## src/rtl/master_bridge_axi_w_drain_pkg.sv

```systemverilog
// Shared definitions for the master bridge W-channel drain: AXI length width,
// drain FSM encoding and FIFO entry packing helpers.
package master_bridge_axi_w_drain_pkg;

    localparam int AXI_LEN_WIDTH = 8;

    typedef enum logic [1:0] {
        ST_IDLE  = 2'd0,
        ST_ISSUE = 2'd1,
        ST_DRAIN = 2'd2
    } drain_state_e;

    // FIFO entries are packed {strb, data}; strobes start right above the data.
    function automatic int strb_lsb(input int data_width);
        return data_width;
    endfunction

endpackage

```

## src/rtl/master_bridge_w_out_reg.sv

```systemverilog
// Single-entry valid/ready output register carrying one W beat (data, strb, last).
// A load always wins, so a beat can be replaced in the same edge it is accepted.
module master_bridge_w_out_reg #(
    parameter int DATA_WIDTH = 32,
    parameter int STRB_WIDTH = DATA_WIDTH / 8
) (
    input  logic                  i_clk,
    input  logic                  i_rst,
    input  logic                  i_load,
    input  logic                  i_accept,
    input  logic [DATA_WIDTH-1:0] i_data,
    input  logic [STRB_WIDTH-1:0] i_strb,
    input  logic                  i_last,
    output logic                  o_valid,
    output logic [DATA_WIDTH-1:0] o_data,
    output logic [STRB_WIDTH-1:0] o_strb,
    output logic                  o_last
);

    logic                  valid_q, valid_d;
    logic [DATA_WIDTH-1:0] data_q, data_d;
    logic [STRB_WIDTH-1:0] strb_q, strb_d;
    logic                  last_q, last_d;

    // Load a new beat, or retire the current one when it is accepted; data/strb hold.
    always_comb begin
        valid_d = valid_q;
        data_d  = data_q;
        strb_d  = strb_q;
        last_d  = last_q;
        if (i_load) begin
            valid_d = 1'b1;
            data_d  = i_data;
            strb_d  = i_strb;
            last_d  = i_last;
        end else if (i_accept) begin
            valid_d = 1'b0;
            last_d  = 1'b0;
        end
    end

    // Output stage registers with synchronous clear.
    always_ff @(posedge i_clk) begin
        if (i_rst) begin
            valid_q <= 1'b0;
            data_q  <= '0;
            strb_q  <= '0;
            last_q  <= 1'b0;
        end else begin
            valid_q <= valid_d;
            data_q  <= data_d;
            strb_q  <= strb_d;
            last_q  <= last_d;
        end
    end

    assign o_valid = valid_q;
    assign o_data  = data_q;
    assign o_strb  = strb_q;
    assign o_last  = last_q;

endmodule

```

## src/rtl/master_bridge_axi_w_drain.sv

```systemverilog
// W-channel drain: accepts one AWLEN command at a time, pops len+1 entries from
// the FWFT async FIFO read port and presents them on AXI W through one register.
module master_bridge_axi_w_drain
    import master_bridge_axi_w_drain_pkg::*;
#(
    parameter int DATA_WIDTH  = 32,
    parameter int STRB_WIDTH  = DATA_WIDTH / 8,
    parameter int ENTRY_WIDTH = DATA_WIDTH + STRB_WIDTH,
    parameter int LEN_WIDTH   = AXI_LEN_WIDTH
) (
    input  logic                   i_clk,
    input  logic                   i_rst,
    input  logic                   i_cmd_valid,
    output logic                   o_cmd_ready,
    input  logic [LEN_WIDTH-1:0]   i_cmd_len,
    input  logic                   i_fifo_empty,
    output logic                   o_fifo_rd_inc,
    input  logic [ENTRY_WIDTH-1:0] i_fifo_rd_data,
    output logic                   o_wvalid,
    input  logic                   i_wready,
    output logic [DATA_WIDTH-1:0]  o_wdata,
    output logic [STRB_WIDTH-1:0]  o_wstrb,
    output logic                   o_wlast,
    output logic                   o_burst_done
);

    localparam int STRB_LSB  = strb_lsb(DATA_WIDTH);
    // One extra bit so a 256-beat burst counts to 256 without wrapping.
    localparam int CNT_WIDTH = LEN_WIDTH + 1;

    drain_state_e         state_q, state_d;
    logic [LEN_WIDTH-1:0] len_q, len_d;
    logic [CNT_WIDTH-1:0] issue_cnt_q, issue_cnt_d;

    logic load;
    logic accept;
    logic beat_last;

    assign accept    = o_wvalid & i_wready;
    assign beat_last = (issue_cnt_q == {1'b0, len_q});

    // Next-state, counter and strobe logic for the command/issue/drain sequence.
    always_comb begin
        state_d      = state_q;
        len_d        = len_q;
        issue_cnt_d  = issue_cnt_q;
        o_cmd_ready  = 1'b0;
        o_burst_done = 1'b0;
        load         = 1'b0;
        case (state_q)
            ST_IDLE: begin
                o_cmd_ready = 1'b1;
                if (i_cmd_valid) begin
                    len_d       = i_cmd_len;
                    issue_cnt_d = '0;
                    state_d     = ST_ISSUE;
                end
            end
            ST_ISSUE: begin
                load = !i_fifo_empty && (!o_wvalid || i_wready);
                if (load) begin
                    issue_cnt_d = issue_cnt_q + 1'b1;
                    if (beat_last) state_d = ST_DRAIN;
                end
            end
            ST_DRAIN: begin
                if (accept && o_wlast) begin
                    o_burst_done = 1'b1;
                    state_d      = ST_IDLE;
                end
            end
            default: state_d = ST_IDLE;
        endcase
    end

    // FSM state, latched burst length and issued-beat counter.
    always_ff @(posedge i_clk) begin
        if (i_rst) begin
            state_q     <= ST_IDLE;
            len_q       <= '0;
            issue_cnt_q <= '0;
        end else begin
            state_q     <= state_d;
            len_q       <= len_d;
            issue_cnt_q <= issue_cnt_d;
        end
    end

    assign o_fifo_rd_inc = load;

    master_bridge_w_out_reg #(
        .DATA_WIDTH (DATA_WIDTH),
        .STRB_WIDTH (STRB_WIDTH)
    ) u_out_reg (
        .i_clk    (i_clk),
        .i_rst    (i_rst),
        .i_load   (load),
        .i_accept (accept),
        .i_data   (i_fifo_rd_data[DATA_WIDTH-1:0]),
        .i_strb   (i_fifo_rd_data[ENTRY_WIDTH-1:STRB_LSB]),
        .i_last   (beat_last),
        .o_valid  (o_wvalid),
        .o_data   (o_wdata),
        .o_strb   (o_wstrb),
        .o_last   (o_wlast)
    );

endmodule
```

## config.mk

```make
export PLATFORM = sky130hd
export DESIGN_NAME = master_bridge_axi_w_drain
export DESIGN_NICKNAME = d
export VERILOG_FILES = /design/src/rtl/master_bridge_axi_w_drain_pkg.sv /design/src/rtl/master_bridge_w_out_reg.sv /design/src/rtl/master_bridge_axi_w_drain.sv
export SDC_FILE = /design/constraint.sdc
export NUM_CORES = 1
export LEC_CHECK = 0
export BUFFER_PORTS_ARGS = -buffer_cell sky130_fd_sc_hd__buf_4
export CORE_MARGIN = 2
export CORE_UTILIZATION = 45
export DETAILED_ROUTE_END_ITERATION = 10
export GPL_TIMING_DRIVEN = 0
export PLACE_DENSITY_LB_ADDON = 0.1
export SYNTH_ARGS = -nofsm -noshare
export SYNTH_HDL_FRONTEND = slang
export SYNTH_SLANG_ARGS = --single-unit
```

## constraint.sdc

```tcl
create_clock -name i_clk -period 2.2 [get_ports i_clk]
set_input_delay 0.11 -clock i_clk [delete_from_list [all_inputs] [get_ports i_clk]]
set_output_delay 0.11 -clock i_clk [all_outputs]
set_load 0.01 [all_outputs]
```

==> reports/results.ini <==
[logic_synthesis]
synth_cells = 276
ys_types = 30
synth_top_cell_by_area = dfxtp_1
syn_area_sq_um = 2230
synth_top_area_share_pct = 51.3
synth_top_cells_by_area = dfxtp_1, nand2_1, a21oi_1
syn-num-nets = 326
ys_seq_area_share_pct = 51.3
yosysWarnings = 0
avgSynthCellArea_sq_um = 8.06
ys_seq_elements = 57

[timing]
finalMaxSlewViolations = 0
slew_headroom_pct = 62.1
rsz0062_at_grt = no
tightest_slew_ps = 569
finalHoldViolations = 0
finalCriticalPeriod_ps = 1920
fin_crit_sh_pct = 87.4
setup_viol_count_final = 0
setup_tns_ps = 0
fmax_mhz = 520
skew_ps = 6.17

[floorplanning]
coreArea_sq_um = 4750
start_util_pct = 46.8
die_x_um = 74.3
fp-row-count = 25
die_area_sq_um = 5520
io_pins = 90
die_h_um = 74.3

[detailed_routing]
final_antenna_net_count = 0
viasPerCell = 4.89
route.met3.wl_um = 384
dr.max_layer_used = met4
drc = 0
vias = 2181
drt-met1-wl_mm = 2.30
post_drt_wl_per_cell_um = 12.6
first_pass_iters = 4
drt_iter0_markers = 119
route.met2.wl_mm = 2.86
postRouteWirelength_mm = 5.60

[global_routing]
grtUsageTotal_pct = 21.4
grt-ovfl-total = 0
grt_pass1_wl_mm = 8.87
grt_max_degree = 11
grt_antenna_before_repair = 0
grt_pass1_vias = 2018

[clock_network]
clk_latency_ps = 330
cts_root_buffer = clkbuf_8
hold_buffers = 0
htreeDepth = 3
cts_inserted_buffers = 9
cts_max_path_buffers = 2
cts.sinks = 57
cts-resized-gates = 0
postCtsSetupRepairBufs = 0
clk_pin_slew_worst_paths_ps = 60
tritoncts = built

[flow_run]
max_cap_violations = 0

[min_path]
min_path_type = primary input to flip-flop
hold_depth = 3

[pwr]
power_leakage_nw = 1.34
p_int_mw = 1.81
power_density_nw_per_um2 = 759
pwr-share-clk_pct = 40.4
irDropWorstVdd_mv = 0.522
pwr-share-seq_pct = 46.3
switchingPower_mw = 0.591
pwr-share-comb_pct = 13.4
p_sw_share_pct = 24.6

[placed_design]
gp_congestion = 0.848
dp_cells = 431
io_buffers = 88
hpwl_mm = 4.03

[finish]
final_cells = 446
final_nets = 425
syn_to_final_growth_pct = 42.2
final_common_cell = nand2_1
n_fill_cell = 451
antennaDiodeCount = 0
layout_common_cells = nand2_1, buf_4, dfxtp_1
drive_gt1_share_pct = 29.0

[setup_path]
crit_type = flip-flop to output port
path_max_fanout = 10
worstSetupEndpointType = output port
r2r_cells = 5
crit_arrival_ps = 1810
r2r_setup_slack_ps = 560
crit_path_start_kind = flip-flop
worst_ep_required_time_ps = 2090

[run_status]
status = finished, final reports clean

cell usage after synthesis (all sizes together):
library cell and count:
or3 1, nor2b 1, nand4 5, dfxtp 57, a31oi 2, or4 4, o21ba 1, nand2b 2
or2 1, nor4 3, ha 1, and2b 1, buf 1, o31ai 4, nor3 1, inv 2
nand2 93, xnor2 1, xor2 9, clkbuf 17, a21oi 52, nand3 7, nand3b 1, nor2 5
nor3b 2, mux2i 2
worst max-delay path, cell delays in order (launching register included):
cell,delay [ps]
dfxtp_1,450
and2b_4,240
nand3_4,130
inv_2,100
clkbuf_1,360
buf_4,200
routing by layer:
metal	global-route usage (%)	vias to the layer above
li1	-	1124
met3	9.49	6
met2	34.9	61
met5	0	-
met1	24.5	990
met4	8.93	0
layout make-up:
type / count / area, sq um / area share (%)
flip-flops and latches: 57 / 1140 / 36.0
multi-input cells: 199 / 1010 / 31.9
repair buffers: 88 / 661 / 20.9
clock buffers: 12 / 155 / 4.90
well taps: 67 / 83.8 / 2.65
plain buffers: 18 / 68.8 / 2.17
clock inverters: 3 / 40.0 / 1.26
inverters: 2 / 7.51 / 0.237
power groups by stage:
stage               combinational [mW]  clock [mW]  sequential [mW]
floorplan                        0.146           0             1.15
global placement                 0.318           0             1.13
detailed placement               0.322           0             1.13
CTS                              0.323       0.986             1.11
global route                     0.354        1.04             1.12
finish                           0.321       0.970             1.11
registers in the layout (all words and copies together), names as in the netlist:
name               count
u_out_reg.o_data      32
issue_cnt_q            9
len_q                  8
u_out_reg.o_strb       4
state_q                2
u_out_reg.o_last       1
u_out_reg.o_valid      1
logic make-up after synthesis:
family	after synthesis	synth area share, %
adders and majority gates	1	0.562
and+or+nand+nor	127	25.6
muxes	2	0.899
buffers and inverters	20	3.43
DFF	57	51.3
xor gates and xnor gates	10	3.94
AOI/OAI and AO/OA	59	14.3
metrics by stage:
step	utilization, %	total power [mW]	cell area (sq um)	hold WS [ps]	setup slack [ps]
2_1_floorplan	-	1.29	2230	246	775
3_3_place_gp	62.5	1.45	2970	356	592
3_5_place_dp	62.5	1.46	2970	364	605
4_1_cts	66.6	2.42	3170	13.8	269
5_1_grt	66.6	2.51	3170	9.29	105
6_report	66.6	2.40	3170	22.6	278
worst paths after layout:
kind	end	start
worst max register to register	state_q[0]$_SDFFE_PP0P_	issue_cnt_q[2]$_SDFFE_PP0P_
worst max-delay path	o_fifo_rd_inc	state_q[0]$_SDFFE_PP0P_
worst min-delay path	u_out_reg.o_data[16]$_SDFFE_PP0P_	i_fifo_rd_data[16]
worst min register to register	u_out_reg.o_data[30]$_SDFFE_PP0P_	u_out_reg.o_data[30]$_SDFFE_PP0P_
No activity file was read; power rests on OpenSTA's default activity.
